**config.mk**
```make
export PLATFORM = sky130hd
export DESIGN_NAME = spram_arbiter
export DESIGN_NICKNAME = d
export VERILOG_FILES = /design/src/rtl/spram_arbiter.sv
export SDC_FILE = /design/constraint.sdc
export NUM_CORES = 1
export LEC_CHECK = 0
export ABC_CLOCK_PERIOD_IN_PS = 1500
export CAP_MARGIN = 25
export CORE_AREA = 2 2 113 115
export DETAILED_ROUTE_END_ITERATION = 10
export DIE_AREA = 0 0 115 117
export HOLD_SLACK_MARGIN = 0.1
export PLACE_DENSITY = 0.82
export SKIP_CTS_REPAIR_TIMING = 1
export SYNTH_ARGS = -nofsm -noshare
export SYNTH_HDL_FRONTEND = slang
export SYNTH_SLANG_ARGS = --single-unit
```
**constraint.sdc**
```tcl
create_clock -name clk -period 1.5 [get_ports clk]
set_clock_uncertainty 0.05 [all_clocks]
set_input_delay 0.225 -clock clk [delete_from_list [all_inputs] [get_ports clk]]
set_output_delay 0.225 -clock clk [all_outputs]
set_load 0.01 [all_outputs]
```
**src/rtl/spram_arbiter.sv**
```systemverilog
// spram_arbiter: round-robin CPU/DMA arbiter and IDLE->ISSUE->DONE sequencer for the 1-cycle SPRAM.
// Optional DMA lock (back-to-back DMA grants, capped at MAX_LOCK) is built only when SPRAM_ARB_LOCK_EN is defined.

module spram_arbiter #(
  parameter int ADDR_W   = 14,
  parameter int MAX_LOCK = 8
) (
  input  logic              clk,
  input  logic              reset,

  input  logic              cpu_valid,
  input  logic [31:0]       cpu_addr,
  input  logic [31:0]       cpu_wdata,
  input  logic [3:0]        cpu_wstrb,
  output logic              cpu_ready,
  output logic [31:0]       cpu_rdata,

  input  logic              dma_valid,
  input  logic [31:0]       dma_addr,
  input  logic [31:0]       dma_wdata,
  input  logic [3:0]        dma_wstrb,
  output logic              dma_ready,
  output logic [31:0]       dma_rdata,
  input  logic              dma_lock,

  output logic [3:0]        ram_wen,
  output logic [ADDR_W-1:0] ram_addr,
  output logic [31:0]       ram_wdata,
  input  logic [31:0]       ram_rdata,

  output logic              busy,
  output logic              grant
);

  localparam logic [1:0] S_IDLE  = 2'd0;
  localparam logic [1:0] S_ISSUE = 2'd1;
  localparam logic [1:0] S_DONE  = 2'd2;

  logic [1:0] state;
  logic       rr_last;     // last granted requester, 1 = DMA
  logic [3:0] hold_wstrb;
  logic       any_valid;
  logic       pick_dma;
  logic       done_live;

`ifdef SPRAM_ARB_LOCK_EN
  localparam logic [7:0] LOCK_LIMIT = 8'(MAX_LOCK);

  logic [7:0] lock_cnt;
  logic       lock_hold;
  logic       unused_bits;

  assign unused_bits = ^{cpu_addr[31:ADDR_W+2], cpu_addr[1:0],
                         dma_addr[31:ADDR_W+2], dma_addr[1:0]};
`else
  logic unused_bits;

  assign unused_bits = ^{cpu_addr[31:ADDR_W+2], cpu_addr[1:0],
                         dma_addr[31:ADDR_W+2], dma_addr[1:0], dma_lock};
`endif

  assign any_valid = cpu_valid | dma_valid;

  // NOTE: every variable assigned in always_comb gets a default first, so no latch is inferred.
  always_comb begin
    pick_dma = dma_valid;
    if (cpu_valid && dma_valid) begin
      pick_dma = ~rr_last;
    end
`ifdef SPRAM_ARB_LOCK_EN
    lock_hold = grant & dma_lock & dma_valid;
    if (lock_hold) begin
      pick_dma = !((lock_cnt >= LOCK_LIMIT) && cpu_valid);
    end
`endif
  end

  // NOTE: sequential state uses non-blocking assignments only, so every flop sees pre-edge values.
  always_ff @(posedge clk) begin
    if (reset) begin
      state      <= S_IDLE;
      grant      <= 1'b0;
      rr_last    <= 1'b1;
      ram_addr   <= '0;
      ram_wdata  <= '0;
      hold_wstrb <= '0;
    end else begin
      case (state)
        S_IDLE: begin
          if (any_valid) begin
            grant      <= pick_dma;
            rr_last    <= pick_dma;
            ram_addr   <= pick_dma ? dma_addr[ADDR_W+1:2] : cpu_addr[ADDR_W+1:2];
            ram_wdata  <= pick_dma ? dma_wdata : cpu_wdata;
            hold_wstrb <= pick_dma ? dma_wstrb : cpu_wstrb;
            state      <= S_ISSUE;
          end
        end
        S_ISSUE: state <= S_DONE;
        S_DONE:  state <= S_IDLE;
        default: state <= S_IDLE;
      endcase
    end
  end

`ifdef SPRAM_ARB_LOCK_EN
  always_ff @(posedge clk) begin
    if (reset || !dma_lock) begin
      lock_cnt <= 8'd0;
    end else if (state == S_IDLE && any_valid) begin
      if (!pick_dma) begin
        lock_cnt <= 8'd0;
      end else if (lock_hold && lock_cnt != 8'hFF) begin
        lock_cnt <= lock_cnt + 8'd1;
      end
    end
  end
`endif

  // Reset gates the write strobe combinationally so a write caught mid-ISSUE never commits.
  assign ram_wen   = (state == S_ISSUE && !reset) ? hold_wstrb : 4'h0;

  assign done_live = (state == S_DONE) && !reset;
  assign cpu_ready = done_live && !grant;
  assign dma_ready = done_live && grant;
  assign cpu_rdata = cpu_ready ? ram_rdata : 32'h0;
  assign dma_rdata = dma_ready ? ram_rdata : 32'h0;
  assign busy      = (state == S_ISSUE || state == S_DONE) && !reset;

endmodule
```
==> reports/metrics.csv, run 1 <==
stage,metric,value,unit
logic_synthesis,"FF+latch count, synth",54,
layout,area occupied by multi-input gates,2216,µm²
routing,via count,3873,
layout,design area,6775,µm²
logic_synthesis,"Async S/R FF share, synth",0,%
logic_synthesis,Commonest cells post-synth,"and2_1, dfxtp_1, nor2_1, a21oi_1, nand2_1",
logic_synthesis,"Top FF cell, synth",dfxtp_1,
logic_synthesis,leading area contributor after synthesis,dfxtp_1,
placement,HPWL Detailed,9379,µm
layout,share of layout cells above drive strength 1,41.14,%
routing,First-pass DRT Iterations,4,
hold_path,Hold WC Path Type,input port to flip-flop,
outcome,violated checks,setup timing,
pwr,P per Cell Area,804.7,nW/µm²
pwr,Leak,2.831,nW
logic_synthesis,Mapped Area,3148,µm²
setup_path,Crit-path slowest cell,dfxtp_2,
die,row cnt,41,
routing,final wirelength,14630,µm
clock_tree,CTS clock-pin slew for the worst setup and hold paths,0.07,ns
sta,final-report setup violation count,94,
logic_synthesis,cell with the most instances after synthesis,and2_1,
setup_path,CP arrival,1.62,ns
layout,nets@finish,825,
global_routing,first-pass GRT wire length,17420,µm
logic_synthesis,share of Yosys cell area claimed by the top area cell type,34.34,%
outcome,status,"finished, violations left",
setup_path,CP Launch Type,flip-flop,
global_routing,initial antenna violation count,2,
layout,area grow syn2layout,115.2,%
routing,wire per inst,18.29,µm
global_routing,vias in the first global route,3549,
die,Die W,115,µm
sta,final hold vios,0,
sta,crit path time final,1.891,ns
clock_tree,root buffer cell,clkbuf_16,
sta,Final Cycle Share,126.1,%
routing,DRC Markers,0,
die,I/O pin cnt,291,
die,Starting Density,25.57,%
die,die height,117,µm
routing,post-route ant nets,0,
clock_tree,clock latency on the worst-skew pair,0.29,ns
die,die footprint,13460,µm²
clock_tree,CTS tree,yes,
setup_path,cells along the critical path,inv_2 > ha_4 > and3b_2 > buf_12 > buf_6 > and2_1 > clkbuf_2,
sta,Fmax,0.5287,GHz
setup_path,crit-path max FO,8,
logic_synthesis,synth warn,0,
logic_synthesis,Syn Nets,557,
sta,"Slew Viols, Final",0,
logic_synthesis,cells after synthesis,380,
job,Max-Cap Viols,0,
placement,port bufs,253,
pwr,worst vdd ir,0.0004538,V
clock_tree,Sinks on Clock Net,54,
routing,via-per-instance ratio,4.841,
global_routing,total gr overflow,0,
sta,worst setup margin,-0.3914,ns
logic_synthesis,synth top area cells,"dfxtp_1, a211oi_2, and2_1",
setup_path,crit end category,output port,
logic_synthesis,"Avg Cell Area, Syn",8.284,µm²
sta,Slew headroom,60.48,%
die,Core ar.,12310,µm²
logic_synthesis,"EDFF count, synth",0,
placement,Placed Area,5958,µm²
sta,setup TNS,-22.37,ns
global_routing,largest net degree at the start of global routing,35,
sta,RSZ-0062 raised after global routing,true,
clock_tree,H-tree depth,2,
global_routing,All-Layer GR Usage,16.30,%
setup_path,Required @ worst endpoint,1.22,ns
clock_tree,Max Root-Sink Buffers,2,
routing,starting DRC count in detailed routing,120,
placement,Routability Congestion,0.7789,
layout,register area,1087,µm²
setup_path,Setup CP Type,flip-flop to output port,
logic_synthesis,post-synth cell types,26,
logic_synthesis,register area share after synthesis,34.34,%
setup_path,CP max stage delay,0.34,ns
clock_tree,CTS Buf Count,5,
layout,Fillers,1055,
sta,Slew @ Worst Pin,0.5927,ns
[power breakdown]
| part | internal, mW | switching [mW] |
|---|---|---|
| clock | 0.791 | 0.519 |
| sequential | 1.63 | 0.114 |
| combinational | 1.34 | 1.07 |
[worst max-delay path: cells and delay by family, from the launching register on]
kind                     cells  cell delay [ns]
flip-flops                   1             0.34
buffers and inverters        4             0.45
AND/OR/NAND/NOR              2             0.39
adder cells (fa/ha/maj)      1             0.15
[kinds of logic after synthesis]
logic type / synth area share [%]
AO/OA/AOI/OAI: 29.69
adder cells (fa/ha/maj): 1.590
buffers and inverters: 6.638
flip-flops: 34.34
multiplexers: 0.3180
AND/OR/NAND/NOR: 27.42
[worst paths after layout]
| check | startpoint | slack (ns) | to | cells past startpoint |
|---|---|---|---|---|
| max | state[0] | -0.39 | dma_rdata[31] | 7 |
| min | reset | 0.20 | grant | 2 |
| max reg2reg | state[0] | -0.06 | ram_wdata[6] | 7 |
| min reg2reg | ram_wdata[8] | 0.46 | ram_wdata[8] | 2 |
[metrics by stage]
stage / util, % / std cells / total power, mW / hold WS [ns] / setup WS, ns
after CTS: 49.72 / 778 / 4.982 / 0.1391 / -0.7452
after global routing: 55.01 / 799 / 5.705 / 0.2073 / -0.4383
after global placement: 48.39 / 770 / 3.608 / 0.4374 / -0.3629
after floorplan: - / 380 / 2.630 / 0.3161 / 0.006180
after detailed placement: 48.39 / 770 / 3.670 / 0.4505 / -0.4176
final: 55.03 / 800 / 5.452 / 0.2047 / -0.3914
[sequential cells by signal, indices dropped and copies added (netlist names)]
name / cells
state: 2
hold_wstrb: 4
ram_addr: 14
grant: 1
ram_wdata: 32
rr_last: 1
[layer usage]
layer / vias to the layer above / wire length [µm] / GRT usage [%]
met5: - / 15 / 0
met4: 2 / 294 / 4.337
met2: 173 / 7648 / 30.98
li1: 1819 / - / -
met3: 23 / 1159 / 5.407
met1: 1856 / 5516 / 17.26
[layout by cell type (no fill, tap or decap), drive strengths merged]
master / instances
a31oi: 1
nor2b: 2
ha: 4
nand2: 50
a21oi: 51
dfxtp: 54
nor3b: 3
and3b: 1
inv: 2
diode: 1
mux2i: 1
nor2: 52
bufinv: 1
nor3: 1
a22oi: 1
or2: 1
dlymetal6s2s: 6
o21ai: 1
buf: 63
a211oi: 50
a21bo: 1
clkdlybuf4s50: 175
clkbuf: 58
a21boi: 1
o21a: 1
and2: 68
[cell type report]
| type | count | share of cell area, % |
|---|---|---|
| multi-input cells | 290 | 32.71 |
| clock inverters | 1 | 0.4432 |
| clock buffers | 7 | 1.958 |
| diodes | 1 | 0.03693 |
| repair buffers | 295 | 45.89 |
| inverters | 2 | 0.1477 |
| well taps | 150 | 2.770 |
| flip-flops and latches | 54 | 16.05 |
(Power assumes the default switching activity.)
==> run 2, diff against run 1 <==
- ABC_CLOCK_PERIOD_IN_PS: 1500 -> 2100
- CORE_AREA: 2 2 113 115 -> 2 2 114 116
- DIE_AREA: 0 0 115 117 -> 0 0 116 118
- PLACE_DENSITY: 0.82 -> 0.79
- clock period: 1.5 -> 2.1 ns (I/O delays scaled with it)
==> run 2 against run 1 <==
The run now ends clean. Count of clock-buffer cells in the layout rose by 1. Via count fell by 4.7%. Routed wire length fell by 13%. First-iteration DRC count fell by 18%. Die area rose by 1.7%. Register-to-register slack improved by 0.51 ns. Largest power group unchanged. Worst hold slack improved by 0.25 ns. Core utilization fell by 4.2 points. Setup slack improved by 0.47 ns. Sequential cell count did not move. Clock power fell by 31%.
==> reports/metrics.csv, run 2 (same netlist as run 1, synthesis figures left out) <==
stage,metric,value,unit
layout,most frequent cells in the layout,"clkdlybuf4s50_1, dlymetal6s2s_1, and2_1",
sta,final-report setup violation count,0,
routing,starting DRC count in detailed routing,98,
clock_tree,CTS tree,yes,
routing,via count,3692,
layout,area grow syn2layout,100.4,%
global_routing,All-Layer GR Usage,17.32,%
layout,max reg flops,32,
routing,First-pass DRT Iterations,4,
placement,placed cells,785,
placement,HPWL Detailed,9818,µm
global_routing,total gr overflow,0,
die,I/O pin cnt,291,
clock_tree,clock latency on the worst-skew pair,0.29,ns
global_routing,vias in the first global route,3599,
placement,Routability Congestion,0.8148,
setup_path,crit end category,output port,
clock_tree,CTS Buf Count,5,
pwr,worst vdd ir,0.0003916,V
clock_tree,H-tree depth,2,
pwr,P per Cell Area,547.9,nW/µm²
layout,design area,6307,µm²
global_routing,largest net degree at the start of global routing,38,
layout,Non-Filler Instances,800,
die,Starting Density,25.36,%
clock_tree,CTS clock-pin slew for the worst setup and hold paths,0.07,ns
layout,nets@finish,802,
placement,Placed Area,5896,µm²
clock_tree,root buffer cell,clkbuf_16,
global_routing,first-pass GRT wire length,18880,µm
placement,port bufs,253,
routing,wire per inst,15.95,µm
sta,Slew @ Worst Pin,0.5439,ns
setup_path,Required @ worst endpoint,1.74,ns
die,die footprint,13690,µm²
clock_tree,Sinks on Clock Net,54,
routing,post-route ant nets,0,
layout,"Most flops, register",ram_wdata,
outcome,status,completed,
sta,Fmax,0.4945,GHz
die,Die W,116,µm
sta,crit path time final,2.022,ns
layout,Largest regs,"ram_wdata (32), ram_addr (14), hold_wstrb (4)",
global_routing,initial antenna violation count,2,
die,Core ar.,12410,µm²
setup_path,CP Launch Type,flip-flop,
sta,Slew headroom,63.74,%
die,die height,118,µm
die,row cnt,41,
setup_path,Setup CP Type,flip-flop to output port,
job,Max-Cap Viols,0,
layout,"commonest non-fill, non-tap cell in the layout",clkdlybuf4s50_1,
setup_path,crit-path max FO,17,
routing,final wirelength,12760,µm
clock_tree,Max Root-Sink Buffers,2,
routing,via-per-instance ratio,4.615,
sta,final hold vios,0,
pwr,Leak,3.626,nW
hold_path,Hold WC Path Type,flip-flop to flip-flop,
sta,"Slew Viols, Final",0,
routing,DRC Markers,0,
setup_path,CP arrival,1.66,ns
sta,Final Cycle Share,96.30,%
layout,share of layout cells above drive strength 1,13.90,%
==> run 2: cell types whose count changed in the layout (fill, tap and decap cells not counted), moves of 5 or more <==
cell | previous run | this run
clkdlybuf4s50_1 | 175 | 181
clkbuf_16 | 18 | 6
and2_1 | 37 | 68
buf_6 | 35 | 1
dlymetal6s2s_1 | 6 | 70
clkbuf_2 | 38 | 1
nor2_2 | 7 | 0
and2_4 | 31 | 0
a21oi_1 | 9 | 51
nor2_1 | 45 | 52
a21oi_2 | 38 | 0
buf_12 | 12 | 7
==> run 2: report_power, final <==
group          total [mW]  internal [mW]  switching [mW]
logic                1.32          0.721           0.597
clock network       0.903          0.540           0.362
registers            1.23           1.16          0.0732
total                3.46           2.42            1.03
==> run 2: path summary, 6_finish.rpt <==
kind                 start            end  slack, ns  depth (start not counted)
max               state[0]   cpu_rdata[0]       0.08                          7
min          ram_wdata[18]  ram_wdata[18]       0.45                          2
max reg2reg       state[1]    ram_addr[3]       0.45                          6
min reg2reg  ram_wdata[18]  ram_wdata[18]       0.45                          2
==> run 2: per-stage QoR <==
step           TNS (ns)  util [%]  power, mW  hold WS [ns]  setup WS, ns
6_report              0     50.81      3.456        0.4527       0.07760
2_1_floorplan         0         -      1.878        0.4061        0.3380
4_1_cts          -18.14     48.83      3.498        0.4555       -0.3250
3_5_place_dp          0     47.49      2.575        0.4460      0.002764
5_1_grt         -0.4744     50.77      3.645        0.4989      -0.05441
3_3_place_gp          0     47.49      2.529        0.4422       0.07296
==> run 2: per-layer routing <==
layer | GRT usage (%) | routed length [µm] | share of wire (%) | vias up
met5 | 0 | 0 | 0 | -
met4 | 6.324 | 380 | 3.0 | 0
met3 | 5.664 | 1220 | 9.6 | 27
met2 | 31.91 | 6605 | 52 | 174
met1 | 17.93 | 4552 | 36 | 1719
li1 | - | - | - | 1772
==> run 2: critical path, stage by stage (launching register included) <==
cell            delay (ns)
dfxtp_2               0.33
inv_1                 0.08
ha_2                  0.19
nor3b_4               0.18
buf_4                 0.15
buf_12                0.12
and2_1                0.14
dlymetal6s2s_1        0.19
==> run 2: final cells by class <==
class	count	area [µm²]
inverter	2	7.507
clock buffer	8	166.4
timing repair buffer	272	2949
multi-input combinational	290	1882
fill	1135	6107
tap	172	215.2
antenna	2	5.005
sequential	54	1082
==> run 3, diff against run 2 <==
- CTS_CLUSTER_SIZE: unset -> 20
- SKIP_CTS_REPAIR_TIMING: 1 -> unset
==> run 3 against run 2 <==
Worst hold slack worse by 0.0014 ns. Combinational power about the same. Cell area down 5.7%. Register-to-register slack about the same. Cell count down 0.25%. Sequential power about the same. Core utilization down 2.9 points. Routed wire length down 1.8%. Total power down 0.32%. Setup slack about the same. Sequential cell count unchanged.
==> reports/metrics.csv, run 3 (same netlist as run 1, synthesis figures left out) <==
stage,metric,value,unit
clock_tree,root buffer cell,clkbuf_16,
pwr,Pwr Total,3.445,mW
layout,nets@finish,800,
layout,area grow syn2layout,88.95,%
sta,final hold vios,0,
clock_tree,Sinks on Clock Net,54,
placement,Setup Slack @ Placement,0.002764,ns
pwr,worst vdd ir,0.0003921,V
setup_path,cells along the critical path,inv_1 > ha_1 > nor2b_2 > buf_4 > and2_1 > dlygate4sd2_1,
die,Die W,116,µm
routing,via count,3698,
clock_tree,CTS clock-pin slew for the worst setup and hold paths,0.07,ns
setup_path,Setup CP Type,flip-flop to output port,
sta,setup TNS,0,ns
global_routing,first-pass GRT wire length,19130,µm
layout,most frequent cells in the layout,"clkdlybuf4s50_1, and2_1, nor2_1, dfxtp_1, a21oi_1",
setup_path,"Largest delay share family, worst path",buffers and inverters,
global_routing,total gr overflow,0,
setup_path,Crit-path slowest cell,dfxtp_2,
placement,port bufs,253,
die,row cnt,41,
pwr,Reg power frac,35.9,%
routing,post-route ant nets,0,
die,I/O pin cnt,291,
layout,"Most flops, register",ram_wdata,
layout,register area,1086,µm²
layout,area occupied by multi-input gates,1894,µm²
sta,crit path time final,2.022,ns
routing,DRC Markers,0,
sta,Slew headroom,64.05,%
pwr,Internal Pwr Total,2.411,mW
layout,share of layout cells above drive strength 1,19.07,%
setup_path,CP max stage delay,0.36,ns
sta,Slew @ Worst Pin,0.5393,ns
outcome,status,completed,
setup_path,CP Buf/Inv Count,3,
setup_path,Required @ worst endpoint,1.74,ns
global_routing,initial antenna violation count,2,
setup_path,CP Launch Type,flip-flop,
setup_path,CP arrival,1.66,ns
clock_tree,CTS tree,yes,
pwr,switching portion of total power,30.02,%
layout,Largest regs,"ram_wdata (32), ram_addr (14), hold_wstrb (4)",
global_routing,All-Layer GR Usage,17.58,%
placement,HPWL Detailed,9818,µm
setup_path,crit end category,output port,
die,die height,118,µm
die,die footprint,13690,µm²
sta,RSZ-0062 raised after global routing,false,
routing,via-per-instance ratio,4.634,
placement,Routability Congestion,0.8148,
hold_path,Hold WC Path Type,flip-flop to flip-flop,
clock_tree,cts hold-fix bufs,0,
pwr,NetSw,1.034,mW
global_routing,vias in the first global route,3655,
clock_tree,clock latency on the worst-skew pair,0.29,ns
sta,Hold WS,0.4514,ns
sta,worst setup margin,0.07809,ns
setup_path,register-to-register setup slack,0.44,ns
routing,final wirelength,12530,µm
die,Core ar.,12410,µm²
layout,"commonest non-fill, non-tap cell in the layout",clkdlybuf4s50_1,
sta,Final Cycle Share,96.28,%
routing,starting DRC count in detailed routing,92,
sta,final-report setup violation count,0,
pwr,Leak,2.516,nW
layout,Non-Filler Instances,798,
sta,"Slew Viols, Final",0,
sta,Fmax,0.4946,GHz
clock_tree,Max Root-Sink Buffers,2,
pwr,P per Cell Area,579.1,nW/µm²
layout,max reg flops,32,
layout,Fillers,1189,
routing,wire per inst,15.70,µm
global_routing,largest net degree at the start of global routing,38,
clock_tree,H-tree depth,2,
job,Max-Cap Viols,0,
pwr,Logic pwr share,37.9,%
placement,placed cells,785,
pwr,Clk pwr share,26.2,%
die,Starting Density,25.36,%
setup_path,crit-path max FO,4,
routing,First-pass DRT Iterations,4,
clock_tree,CTS Buf Count,5,
run 3: changes by cell type in the layout (fill, tap and decap cells not counted), sizes merged:
cell / previous run / this run
dlymetal6s2s: 70 / 0
dlygate4sd2: 0 / 26
buf: 19 / 38
clkbuf: 10 / 19
clkdlybuf4s15: 0 / 14
run 3: power by group through the flow:
stage / Sequential (mW) / Clock, mW / Combinational, mW
floorplan: 1.31 / 0 / 0.572
global placement: 1.25 / 0 / 1.28
detailed placement: 1.26 / 0 / 1.32
CTS: 1.24 / 0.940 / 1.33
global route: 1.25 / 0.978 / 1.40
finish: 1.24 / 0.902 / 1.31
run 3: per-stage QoR:
step | area, µm² | util, %
2_1_floorplan | 3148 | -
3_3_place_gp | 5896 | 47.49
3_5_place_dp | 5896 | 47.49
4_1_cts | 6108 | 49.20
5_1_grt | 5943 | 47.87
6_report | 5948 | 47.91
run 3: final cells by class:
cell class,instances,area share [%]
repair buffers,270,43.23
multi-input cells,290,31.85
flip-flops and latches,54,18.26
well taps,172,3.618
clock buffers,8,2.798
inverters,2,0.1683
diodes,2,0.08414
run 3: timing repair:
action                                 CTS  global route
buffers inserted                         3             0
gates cloned                             1             0
endpoints found under the hold margin    0             0
gates resized for setup                140            41
setup endpoints to repair               71            65
pin swaps                                0             0
run 3: worst paths after layout:
| check | startpoint | endpoint | cells past startpoint |
|---|---|---|---|
| hold / removal | ram_wdata[18] | ram_wdata[18] | 2 |
| hold reg to reg | ram_wdata[18] | ram_wdata[18] | 2 |
| setup / recovery | state[1] | ram_wen[0] | 6 |
| setup reg to reg | state[1] | ram_addr[3] | 6 |
run 3: worst min-delay path: cells and delay by family, from the launching register on:
family,cells,cell delay [ns]
flip-flops,1,0.31
AND/OR/NAND/NOR,1,0.09
AO/OA/AOI/OAI,1,0.05
run 3: per-layer routing:
metal	track usage [%]	wire length [µm]	vias up	part of all wire (%)
met4	6.250	374	0	3.0
met2	32.68	6497	179	52
met5	0	0	-	0
li1	-	-	1765	-
met3	5.716	1220	28	9.7
met1	18.03	4433	1726	35
